==> src/rtl/trigger_sched.sv <==
// Frame-trigger scheduler: decimates IMU strobes into frames and drives centre-aligned camera triggers.
// Optional feature macro TRIG_TIMESTAMP_EN adds ts_usec, a free-running usec stamp latched at frame start.

module trigger_sched #(
  parameter int unsigned NUM_CAM      = 2,
  parameter int unsigned CLK_PER_USEC = 125,
  parameter int unsigned HOLDOFF_USEC = 100
) (
  input  logic                  c,
  input  logic                  rst,
  input  logic                  en,
  input  logic                  imu_sync,
  input  logic                  cfg_wr,
  input  logic [7:0]            cfg_decim,
  input  logic [16*NUM_CAM-1:0] cfg_exp,
  output logic [NUM_CAM-1:0]    trig,
  output logic                  frame_start,
  output logic [31:0]           frame_cnt,
  output logic [7:0]            overrun_cnt,
  output logic                  busy
`ifdef TRIG_TIMESTAMP_EN
  ,
  output logic [31:0]           ts_usec
`endif
);

  localparam int unsigned PRE_W = (CLK_PER_USEC > 1) ? $clog2(CLK_PER_USEC) : 1;
  localparam int unsigned EXP_W = 16;

  typedef enum logic [1:0] {
    IDLE    = 2'd0,
    RUN     = 2'd1,
    HOLDOFF = 2'd2
  } state_t;

  state_t                        state, state_d;
  logic [PRE_W-1:0]              pre, pre_d;
  logic [EXP_W-1:0]              t, t_d;
  logic [NUM_CAM-1:0]            trig_d;

  logic [7:0]                    imu_cnt;
  logic [8:0]                    imu_inc;
  logic [7:0]                    pend_decim, act_decim, src_decim, decim_eff;
  logic [NUM_CAM-1:0][EXP_W-1:0] pend_exp, act_exp, act_off, src_exp, src_off;
  logic [EXP_W-1:0]              exp_max, src_max;
  logic                          pend_v, req_hold;
  logic                          usec_tick_c, frame_req_c, req_c, apply_c, start_c;

  // Config source for an apply: a write this cycle bypasses the shadow so it lands immediately in IDLE
  always_comb begin
    src_decim = cfg_wr ? cfg_decim : pend_decim;
    src_exp   = cfg_wr ? cfg_exp : pend_exp;
    src_max   = '0;
    src_off   = '0;
    for (int i = 0; i < NUM_CAM; i++) begin
      if (src_exp[i] > src_max) src_max = src_exp[i];
    end
    for (int i = 0; i < NUM_CAM; i++) begin
      src_off[i] = (src_max - src_exp[i]) >> 1;
    end
  end

  assign decim_eff   = (act_decim == 8'd0) ? 8'd1 : act_decim;
  assign imu_inc     = {1'b0, imu_cnt} + 9'd1;
  assign frame_req_c = imu_sync && (imu_inc >= {1'b0, decim_eff});
  assign req_c       = frame_req_c || req_hold;
  assign apply_c     = (state == IDLE) && (cfg_wr || pend_v);
  assign start_c     = (state == IDLE) && req_c && en && !apply_c;
  assign usec_tick_c = (pre == PRE_W'(CLK_PER_USEC - 1));

  // Next-state, usec timebase and trigger windows
  always_comb begin
    state_d = state;
    pre_d   = usec_tick_c ? '0 : pre + PRE_W'(1);
    t_d     = usec_tick_c ? t + EXP_W'(1) : t;
    trig_d  = '0;
    case (state)
      IDLE: begin
        pre_d = '0;
        t_d   = '0;
        if (start_c) state_d = RUN;
      end
      RUN: begin
        if ((exp_max == '0) || (usec_tick_c && ((t + EXP_W'(1)) == exp_max))) begin
          state_d = HOLDOFF;
          pre_d   = '0;
          t_d     = '0;
        end
      end
      HOLDOFF: begin
        if (usec_tick_c && (t == EXP_W'(HOLDOFF_USEC - 1))) state_d = IDLE;
      end
      default: state_d = IDLE;
    endcase
    if (state_d == RUN) begin
      for (int i = 0; i < NUM_CAM; i++) begin
        trig_d[i] = (t_d >= act_off[i]) &&
                    ({1'b0, t_d} < ({1'b0, act_off[i]} + {1'b0, act_exp[i]}));
      end
    end
  end

  always_ff @(posedge c or posedge rst) begin
    if (rst) begin
      state       <= IDLE;
      pre         <= '0;
      t           <= '0;
      trig        <= '0;
      frame_start <= 1'b0;
      busy        <= 1'b0;
    end else begin
      state       <= state_d;
      pre         <= pre_d;
      t           <= t_d;
      trig        <= trig_d;
      frame_start <= start_c;
      busy        <= (state_d != IDLE);
    end
  end

  // Request decimation and host-visible counters
  always_ff @(posedge c or posedge rst) begin
    if (rst) begin
      imu_cnt     <= '0;
      req_hold    <= 1'b0;
      frame_cnt   <= '0;
      overrun_cnt <= '0;
    end else begin
      if (imu_sync) imu_cnt <= frame_req_c ? 8'd0 : imu_cnt + 8'd1;
      req_hold <= apply_c && req_c;
      if (start_c) frame_cnt <= frame_cnt + 32'd1;
      if (frame_req_c && (state != IDLE) && (overrun_cnt != 8'hff))
        overrun_cnt <= overrun_cnt + 8'd1;
    end
  end

  // Shadow and active configuration; active only changes between frames
  always_ff @(posedge c or posedge rst) begin
    if (rst) begin
      pend_v     <= 1'b0;
      pend_decim <= 8'd1;
      pend_exp   <= '0;
      act_decim  <= 8'd1;
      act_exp    <= '0;
      act_off    <= '0;
      exp_max    <= '0;
    end else begin
      if (cfg_wr) begin
        pend_decim <= cfg_decim;
        pend_exp   <= cfg_exp;
      end
      if (apply_c) begin
        pend_v    <= 1'b0;
        act_decim <= src_decim;
        act_exp   <= src_exp;
        act_off   <= src_off;
        exp_max   <= src_max;
      end else if (cfg_wr) begin
        pend_v <= 1'b1;
      end
    end
  end

`ifdef TRIG_TIMESTAMP_EN
  logic [PRE_W-1:0] ts_pre;
  logic [31:0]      ts_cnt;
  logic             ts_tick_c;

  assign ts_tick_c = (ts_pre == PRE_W'(CLK_PER_USEC - 1));

  // Free-running usec counter, never restarted by frames
  always_ff @(posedge c or posedge rst) begin
    if (rst) begin
      ts_pre  <= '0;
      ts_cnt  <= '0;
      ts_usec <= '0;
    end else begin
      ts_pre <= ts_tick_c ? '0 : ts_pre + PRE_W'(1);
      if (ts_tick_c) ts_cnt <= ts_cnt + 32'd1;
      if (start_c) ts_usec <= ts_cnt;
    end
  end
`endif

endmodule

==> config.mk <==
export PLATFORM = sky130hd
export DESIGN_NAME = trigger_sched
export DESIGN_NICKNAME = d
export VERILOG_FILES = /design/src/rtl/trigger_sched.sv
export SDC_FILE = /design/constraint.sdc
export NUM_CORES = 1
export LEC_CHECK = 0
export CORE_MARGIN = 5
export CORE_UTILIZATION = 35
export CTS_CLUSTER_SIZE = 12
export DETAILED_ROUTE_END_ITERATION = 7
export GPL_TIMING_DRIVEN = 0
export PLACE_DENSITY = 0.55
export SETUP_SLACK_MARGIN = 0.2
export SYNTH_ARGS = -nofsm -noshare
export SYNTH_HDL_FRONTEND = slang
export SYNTH_SLANG_ARGS = --single-unit
==> constraint.sdc <==
create_clock -name c -period 16.85 [get_ports c]
set_input_delay 1.685 -clock c [delete_from_list [all_inputs] [get_ports c]]
set_output_delay 1.685 -clock c [all_outputs]
set_load 0.02 [all_outputs]
# ---- After elaboration in Yosys (flattened, before gate mapping)
# Cells that the tools add are included.
dict set report classes {
  eq_ne 7
  magnitude_cmp 7
  n_reduce_logical 22
  n_addsub 10
  mux 19
}
# cell n
set op_table {}
lappend op_table {{16-bit two-way mux} 4}
lappend op_table {{15-bit by 16-bit adder with 17-bit output} 2}
lappend op_table {{16-bit by 17-bit less-than comparator with 1-bit output} 2}
lappend op_table {{32-bit by 1-bit adder with 32-bit output (second input constant)} 1}
lappend op_table {{16-bit by 15-bit >= comparator with 1-bit output} 2}
lappend op_table {{32-bit two-way mux} 1}
lappend op_table {{16-bit case mux with 2 select lines} 1}
lappend op_table {{16-bit subtractor} 2}
lappend op_table {{8-bit two-way mux} 3}
lappend op_table {{16-bit by 1-bit adder with 16-bit output (second input constant)} 1}
lappend op_table {{8-bit by 1-bit adder with 8-bit output (second input constant)} 2}
lappend op_table {{16-bit equality test} 1}
lappend op_table {{16-bit by 7-bit equality test with 1-bit output (second input constant)} 1}
lappend op_table {{16-bit by 1-bit > comparator with 1-bit output (second input constant)} 1}
lappend op_table {{16-bit > comparator} 1}
lappend op_table {{16-bit logical NOT} 1}
lappend op_table {{7-bit two-way mux} 2}
lappend op_table {{7-bit case mux with 2 select lines} 1}
lappend op_table {{1-bit logical AND} 12}
lappend op_table {{8-bit by 1-bit adder with 9-bit output (second input constant)} 1}
lappend op_table {{9-bit by 8-bit >= comparator with 1-bit output} 1}
lappend op_table {{8-bit logical NOT} 1}
lappend op_table {{2-bit two-way mux} 4}
lappend op_table {{8-bit != test (second input constant)} 1}
lappend op_table {{other kinds (10)} 16}
dict set report word_totals {
  input_bits 45
  ff_bits 205
}

# ---- Logic depth before layout (Yosys ltp)
# Gate-level depths: netlist (run 1).
dict set report logic_depth {
  word_depth 12
  mapped_depth 25
  depth_no_buf 22
}

# ---- Worst setup path before layout (run 1)
# Ideal clock, no wire load.
dict set report synth_path {
  path_type {input -> register}
  startpoint {input port cfg_wr}
  endpoint {register act_off[30] in the netlist's numbering}
  required_ps 16721
  t_arrival_ps 6890
  path_buffers 3
  path_stages 23
  slack_ps 9831
  path_cell_list {buf_4 buf_1 mux2i_1 inv_1 ha_1 a211o_1 a21oi_2 nor3_1 or4_4 nand2_1 buf_1 mux2i_1 ha_1 a21o_1 a21oi_1 nor3b_1 o21ai_0 a21o_1 o2111a_1 a2111o_1 a31oi_1 xnor2_1 o21ai_1}
}
# item line_no
set synth_rtl {}
lappend synth_rtl {{start: declaration} 13} ;# input logic cfg_wr,
lappend synth_rtl {{end signal: assignment} 156} ;# act_off <= src_off;
lappend synth_rtl {{end: declaration} 44} ;# logic [NUM_CAM-1:0][EXP_W-1:0] pend_exp, act_exp, act_off, src_exp, src_off;

==> results of run 1 <==
==> area by class of cell <==
cell class | instances | area [um^2]
Clock buffer | 32 | 713
Sequential cell | 205 | 5130
Multi-Input combinational cell | 1124 | 7990
Tap cell | 518 | 648
Clock inverter | 16 | 254
Fill cell | 3902 | 22500
Buffer | 48 | 198
Inverter | 111 | 424
Timing Repair Buffer | 88 | 898
==> worst paths after layout <==
kind	to	startpoint	slack [ps]	depth (start not counted)
worst max-delay path	act_off[27]$_DFFE_PP0P_	cfg_wr	8140	24
worst max register to register	act_off[27]$_DFFE_PP0P_	pend_exp[31]$_DFF_PP0_	10390	21
min in group asynchronous	act_exp[24]$_DFFE_PP0P_	rst	1660	2
max in group asynchronous	pend_exp[6]$_DFF_PP0_	rst	14160	3
worst min-delay path	act_decim[0]$_DFFE_PP1P_	act_decim[0]$_DFFE_PP1P_	470	2
worst min register to register	act_decim[0]$_DFFE_PP1P_	act_decim[0]$_DFFE_PP1P_	470	2
==> metal layers <==
layer  wire length (um)  vias up  GRT usage [%]
met5                  0        -              0
met4               1170        0           4.96
met3               1080       59           1.82
met2              18600      181           30.1
met1              18600     5370           24.9
li1                   -     5516              -
==> where the power goes <==
part	total [mW]	switching, mW	internal (mW)
combinational	1.24	0.739	0.501
clock	0.620	0.226	0.393
sequential	0.752	0.128	0.624
total	2.61	1.09	1.52
==> logic make-up after synthesis <==
kind of cell	share of synthesized area [%]
AO/OA/AOI/OAI	15.0
XOR/XNOR	7.85
buffers and inverters	4.47
multiplexers	5.33
AND/OR/NAND/NOR	16.2
flip-flops	37.4
adder cells (fa/ha/maj)	13.8
==> per-stage QoR <==
stage	utilization [%]	hold slack (ps)	std cells	cell area [um^2]
after global routing	42.0	497	2142	16300
final	42.0	472	2142	16300
after CTS	42.0	472	2142	16300
after floorplan	-	439	1488	13700
after detailed placement	39.5	461	2094	15300
after global placement	39.4	457	2093	15300
==> cells in the final DEF, fill, tap and decap left out, drive strengths merged, types with 8 or more instances in the layout <==
cell,instances
inv,111
nor3,25
and3,24
a211oi,10
clkdlybuf4s50,87
nand2,161
a21o,32
clkinv,8
buf,17
nand4,37
and2,13
o31ai,15
a21oi,62
nand3,51
or2,10
mux2i,63
ha,144
nor2b,11
clkbuf,64
nor4,14
dfrtp,203
o21a,17
nand2b,12
xnor2,70
xor2,53
o21ai,107
o21bai,9
mux2,9
nor2,85
==> critical path, cell delays in order <==
cell and delay (ps):
sky130_fd_sc_hd__clkdlybuf4s50_1 520, sky130_fd_sc_hd__buf_4 240, sky130_fd_sc_hd__buf_1 620, sky130_fd_sc_hd__mux2i_1 570, sky130_fd_sc_hd__inv_1 140, sky130_fd_sc_hd__ha_1 350
sky130_fd_sc_hd__nand4_1 170, sky130_fd_sc_hd__nor3_1 130, sky130_fd_sc_hd__a21boi_0 170, sky130_fd_sc_hd__or4_4 580, sky130_fd_sc_hd__nand2_1 170, sky130_fd_sc_hd__buf_1 600
sky130_fd_sc_hd__o21ai_0 450, sky130_fd_sc_hd__fa_1 540, sky130_fd_sc_hd__nor2b_1 140, sky130_fd_sc_hd__o21ai_0 110, sky130_fd_sc_hd__a21boi_0 250, sky130_fd_sc_hd__o21ai_0 140
sky130_fd_sc_hd__a21oi_1 230, sky130_fd_sc_hd__o21ai_0 170, sky130_fd_sc_hd__a211oi_1 620, sky130_fd_sc_hd__o21a_1 190, sky130_fd_sc_hd__o21ai_0 80, sky130_fd_sc_hd__a31o_2 250
==> state kept, by name, summed over array words and instances, names as in the netlist <==
signal / count
act_exp: 32
frame_cnt: 32
pend_exp: 32
act_off: 30
exp_max: 16
t: 16
act_decim: 8
imu_cnt: 8
overrun_cnt: 8
pend_decim: 8
pre: 7
state: 2
trig: 2
busy: 1
frame_start: 1
pend_v: 1
req_hold: 1
==> metrics.sh, run 1 <==
FINALHOLDVIOLATIONS=0
SYNTHDISTINCTLIBCELLS=73
WIRE_LENGTH_AFTER_DETAILED_ROUTING_MM=39.4
YS_TOP_CELLS_BY_AREA='sky130_fd_sc_hd__dfrtp_1 (37%), sky130_fd_sc_hd__ha_1 (13%), sky130_fd_sc_hd__mux2i_1 (4.6%)'
SYNTH_LARGEST_TYPE_AREA_FRACTION_PCT=37.0
FINISH.NET_COUNT=1797
CLKTRANSATPATHREGS_PS=60
PERIOD_NEEDED_PS=8710
PRECTSSETUPSLACK_PS=7590
P_LEAK_nW=7.73
GRT_MAX_DEGREE=125
TIMING.FINAL.CRIT_SHARE_PCT=51.7
PLACEMENT_ROWS=72
SYNTH-SEQ-AREA-SHARE_PCT=37.4
POWER_DENS_CELLS_mW_PER_MM2=161
ACHIEVABLE-FREQUENCY_GHz=0.115
INITIAL_CORE_UTIL_PCT=35.4
SYNTH_MOST_COMMON_CELL='sky130_fd_sc_hd__dfrtp_1'
POST_SYNTH_MOST_FREQUENT_CELLS='sky130_fd_sc_hd__dfrtp_1 (203), sky130_fd_sc_hd__nand2_1 (161), sky130_fd_sc_hd__ha_1 (144)'
BUFFER_PORTS.INSERTED=87
DR_TOTAL_VIAS=11100
OUTCOME='finished clean'
TIGHTEST_SLEW_PS=1070
IR_DROP_V=0.0000883
CLK-INSERTION-DELAY-LATE_PS=550
FIRST_ITER_VIOLATIONS=564
GRT_OVERFLOW_TOTAL=0
SYNTH_SEQ_CELLS=205
DIE-AREA_MM2=0.0433
CTS_MAX_LEVEL=1
CTS.REPAIR_TIMING.SETUP_BUFFER_COUNT=0
ROUTED_WIRE_LENGTH_PER_INSTANCE_UM=18.4
DIE_Y_UM=208
GRT_PASS1_WL_MM=63.3
CRIT_PATH_MAX_FANOUT=10
IOPINCOUNT=89
WORSTHOLDPATHTYPE='reg2reg'
CP.REQUIRED_PS=17290
FIN_TNS_SETUP_PS=0
CORE_AREA_MM2=0.0387
CTS-BUFFERS-INSERTED=26
SYNTH_EDF_COUNT=0
CLOCK_SKEW_PS=41.4
SYNTHESIS.NETS=1681
WORST_SLEW_MARGIN_REL_PCT=28.4
CTS_NUM_SINKS=205
CRIT_TYPE='in2reg'
VIAS_PER_CELL=5.19
POSTCTSHOLDBUFS=0
MAX_SLEW_VIOLATION_COUNT=0
GLOBAL_ROUTE.USAGE.TOTAL_PCT=18.0
START_KIND='primary input'
ANTENNA_FOUND_INITIAL=0
CAP_VIOLATIONS=0
NUMBER_OF_DIODES_ADDED_FOR_ANTENNA_FIXING=0
VIA_COUNT_OF_THE_FIRST_GLOBAL_ROUTING_PASS=11300
FP.DIEW_UM=208
TIMING.FINAL.WS_SETUP_PS=8140
PLACE.GP.CONGESTION=0.867
DOMINANTREGCELLSYNTH='sky130_fd_sc_hd__dfrtp_1'
TRITONCTS='built'
DRT_DRC_VIOLATIONS_LEFT=0
SYNTH_AREA_MM2=0.0137
YOSYS_WARNINGS=0
SYNTHESIS.INSTANCES=1488
CLOCK_TREE.BUFFER_DEPTH=3
CLOCK-ROOT-BUFFER='sky130_fd_sc_hd__clkbuf_16'
SYN-MEAN-INSTANCE-AREA_UM2=9.23
LAYOUT-AREA-OVERHEAD-VS-SYNTH_PCT=18.4
FINAL_LAYOUT_SIZE_SUFFIX_GT1_SHARE_PCT=5.48
SYNTH_LARGEST_AREA_CELL='sky130_fd_sc_hd__dfrtp_1'
SETUP_VIOLATIONS=0
YS_ASYNC_RST_SHARE_PCT=100
POST-DP-HPWL_MM=31.2
TIMING.CRITICAL_PATH.TO_TYPE='register'
RSZ0062_AT_GRT='false'
WORST-ENDPOINT-ARRIVAL_PS=9150
POST_CTS_RESIZE_COUNT=0
DRT_PRE_ANTENNA_ITERS=5
POST-LAYOUT-TOTAL-POWER_mW=2.61
REMAINING_NUMBER_OF_NETS_FLAGGED_BY_THE_ANTENNA_CHECK_AFTER_ROUTING=0
No activity file was read; power rests on OpenSTA's default activity.
==> run 2: changes to the inputs <==
clock period = 8.7 ns   (was 16.85 ns; I/O delays follow)
==> results of run 2 <==
The final DEF is identical to that of run 1. Status: finished clean.
Among the figures that moved: setup slack after placement 7590 ps -> 259 ps; setup slack after layout 8140 ps -> 802 ps; register-to-register setup slack 10390 ps -> 2240 ps; total power 2.61 mW -> 5.06 mW; worst IR drop on VDD 0.0000883 V -> 0.000171 V
==> run 3: changes to the inputs <==
CTS_BUF_LIST = sky130_fd_sc_hd__clkbuf_2   (was default)
DONT_BUFFER_PORTS = 1   (was default)
PLACE_DENSITY = 0.52   (was 0.55)
==> metrics.sh, run 3 (same netlist as run 1, synthesis figures left out) <==
OUTCOME='finished clean'
MOST_USED_CELLS_IN_THE_LAYOUT_EXCLUDING_FILL_AND_TAP_CELLS='sky130_fd_sc_hd__dfrtp_1 (203), sky130_fd_sc_hd__nand2_1 (161), sky130_fd_sc_hd__ha_1 (144)'
GLOBAL_ROUTE.USAGE.TOTAL_PCT=18.8
TIMING.HOLD.WS_PS=128
LAYOUTNONFILLERINSTCOUNT=2127
CORE_AREA_MM2=0.0387
CTS_MAX_LEVEL=2
NFILLCELLS=4010
ACHIEVABLE-FREQUENCY_GHz=0.148
IR_DROP_V=0.000110
INITIAL_CORE_UTIL_PCT=35.4
MET2_USE_GR_PCT=31.0
FINAL_LAYOUT_SIZE_SUFFIX_GT1_SHARE_PCT=8.46
PLACED_CELLS_INCL_TAPS=2007
FINISH.NET_COUNT=1756
TIGHTEST_SLEW_PS=1030
DR_TOTAL_VIAS=11200
CLKTRANSATPATHREGS_PS=100
AREA_OF_ALL_PLACED_CELLS_WITHOUT_FILLERS_MM2=0.0151
CLK-INSERTION-DELAY-LATE_PS=1030
REMAINING_NUMBER_OF_NETS_FLAGGED_BY_THE_ANTENNA_CHECK_AFTER_ROUTING=0
CAP_VIOLATIONS=0
IOPINCOUNT=89
ROUTED_WIRE_LENGTH_PER_INSTANCE_UM=19.0
LAYOUT-AREA-OVERHEAD-VS-SYNTH_PCT=9.96
POST-DP-HPWL_MM=31.7
CTS_NUM_SINKS=205
CP.REQUIRED_PS=9580
FINALHOLDVIOLATIONS=0
POWER_DENS_CELLS_mW_PER_MM2=304
TIMING.FINAL.WS_SETUP_PS=1960
POST-LAYOUT-TOTAL-POWER_mW=4.59
TRITONCTS='built'
GRT_PASS1_WL_MM=64.9
GRT-BUSIEST-LAYER='met2'
START_KIND='primary input'
VIAS_PER_CELL=5.27
CLOCK-ROOT-BUFFER='sky130_fd_sc_hd__clkbuf_2'
RSZ0062_AT_GRT='false'
FP.DIEW_UM=208
VIA_COUNT_OF_THE_FIRST_GLOBAL_ROUTING_PASS=11500
FIRST_ITER_VIOLATIONS=558
GRT_UTIL_MET1_PCT=24.9
DIE-AREA_MM2=0.0433
CRIT_TYPE='in2reg'
CTS-BUFFERS-INSERTED=58
GRT_MAX_DEGREE=127
TIMING.FINAL.CRIT_SHARE_PCT=77.4
TIMING.CRITICAL_PATH.TO_TYPE='register'
BUFFER_PORTS.INSERTED=0
PERIOD_NEEDED_PS=6740
ANTENNA_FOUND_INITIAL=1
PLACEMENT_ROWS=72
DRT_DRC_VIOLATIONS_LEFT=0
P_LEAK_nW=7.41
GRT_OVERFLOW_TOTAL=0
PLACE.GP.CONGESTION=0.878
GRT.MET3_USAGE_PCT=3.33
CLOCK_TREE.BUFFER_DEPTH=3
DIE_Y_UM=208
CTS.REPAIR_TIMING.SETUP_BUFFER_COUNT=0
MOST_COMMON_CELL_AFTER_LAYOUT_FILL_AND_TAPS_ASIDE='sky130_fd_sc_hd__dfrtp_1'
PLACEMENT.CELL_AREA_MM2=0.0144
WORST_SLEW_MARGIN_REL_PCT=31.1
CRIT_PATH_MAX_FANOUT=10
DRT_PRE_ANTENNA_ITERS=5
PRECTSSETUPSLACK_PS=833
LARGEST_REGISTERS='act_exp: 32 flops, frame_cnt: 32 flops, pend_exp: 32 flops'
WORSTHOLDPATHTYPE='in2reg'
WIRE_LENGTH_AFTER_DETAILED_ROUTING_MM=40.4
SETUP_VIOLATIONS=0
CLOCK_SKEW_PS=109
WORST-ENDPOINT-ARRIVAL_PS=7620
MAX_SLEW_VIOLATION_COUNT=0
[run 3: cell types whose count changed in the layout (fill, tap and decap cells not counted)]
cell                              before  now
sky130_fd_sc_hd__clkbuf_8              4    0
sky130_fd_sc_hd__dlygate4sd3_1         0   14
sky130_fd_sc_hd__clkinv_4              2    0
sky130_fd_sc_hd__diode_2               0    1
sky130_fd_sc_hd__clkinv_2              5    2
sky130_fd_sc_hd__inv_8                 1    2
sky130_fd_sc_hd__clkdlybuf4s50_1      87    0
sky130_fd_sc_hd__clkbuf_1             33   31
sky130_fd_sc_hd__bufinv_16             6    1
sky130_fd_sc_hd__clkbuf_16            26    0
sky130_fd_sc_hd__clkbuf_2              1   90
sky130_fd_sc_hd__clkinv_1              0   12
sky130_fd_sc_hd__clkinv_8              1    0
sky130_fd_sc_hd__clkinvlp_4            2    0
[run 3: worst paths after layout]
check | end | slack [ps] | start | cells past startpoint
worst max-delay path | act_off[14]$_DFFE_PP0P_ | 1960 | cfg_wr | 23
worst min-delay path | pend_exp[10]$_DFF_PP0_ | 130 | cfg_exp[10] | 2
worst max register to register | act_off[14]$_DFFE_PP0P_ | 2390 | pend_exp[31]$_DFF_PP0_ | 21
worst min register to register | act_decim[0]$_DFFE_PP1P_ | 480 | act_decim[0]$_DFFE_PP1P_ | 2
max in group asynchronous | act_off[3]$_DFFE_PP0P_ | 7170 | rst | 3
min in group asynchronous | frame_cnt[0]$_DFFE_PP0P_ | 510 | rst | 2
[run 3: where the power goes]
part,internal [mW],switching (mW),total [mW]
registers,1.20,0.272,1.48
logic,0.944,1.42,2.37
clock network,0.304,0.442,0.746
[run 3: area by class of cell]
| cell class | count | area [um^2] | share of cell area, % |
|---|---|---|---|
| inverter | 111 | 424 | 2.81 |
| clock inverter | 16 | 96.3 | 0.638 |
| multi-input combinational | 1124 | 7990 | 52.9 |
| buffer | 48 | 198 | 1.31 |
| timing repair buffer | 15 | 168 | 1.11 |
| clock buffer | 89 | 445 | 2.95 |
| sequential | 205 | 5130 | 34.0 |
| antenna | 1 | 2.50 | 0.0166 |
| tap | 518 | 648 | 4.29 |
[run 3: through the flow]
step / TNS (ps) / util [%]
finish: 0 / 39.0
global route: 0 / 39.0
CTS: 0 / 39.0
detailed placement: 0 / 37.2
global placement: -92520 / 37.1
floorplan: 0 / -
[run 3: critical path: stages]
cell                       delay [ps]
sky130_fd_sc_hd__buf_4            190
sky130_fd_sc_hd__buf_1            630
sky130_fd_sc_hd__mux2i_1          510
sky130_fd_sc_hd__inv_1            130
sky130_fd_sc_hd__ha_1             350
sky130_fd_sc_hd__nand4_1          180
sky130_fd_sc_hd__nor3_1           450
sky130_fd_sc_hd__a21boi_0         360
sky130_fd_sc_hd__or4_4            230
sky130_fd_sc_hd__nand2_1          110
sky130_fd_sc_hd__buf_1            370
sky130_fd_sc_hd__o21ai_0          660
sky130_fd_sc_hd__inv_1            180
sky130_fd_sc_hd__ha_1             230
sky130_fd_sc_hd__a21o_1           180
sky130_fd_sc_hd__a311oi_1         240
sky130_fd_sc_hd__o41a_1           230
sky130_fd_sc_hd__o21ai_1          120
sky130_fd_sc_hd__a221oi_1         540
sky130_fd_sc_hd__o21ai_1          200
sky130_fd_sc_hd__a31oi_1          270
sky130_fd_sc_hd__mux2i_1          230
sky130_fd_sc_hd__o211ai_1         110
[run 3: timing repair]
| action | CTS | global route |
|---|---|---|
| hold endpoints to repair | 92 | 0 |
| hold buffers | 14 | 0 |
| resized for setup | 0 | 0 |
[run 3: per-layer routing]
metal,vias up,part of all wire [%]
met1,5412,45
met3,87,4.7
met5,-,0
li1,5468,-
met2,245,47
met4,0,3.0
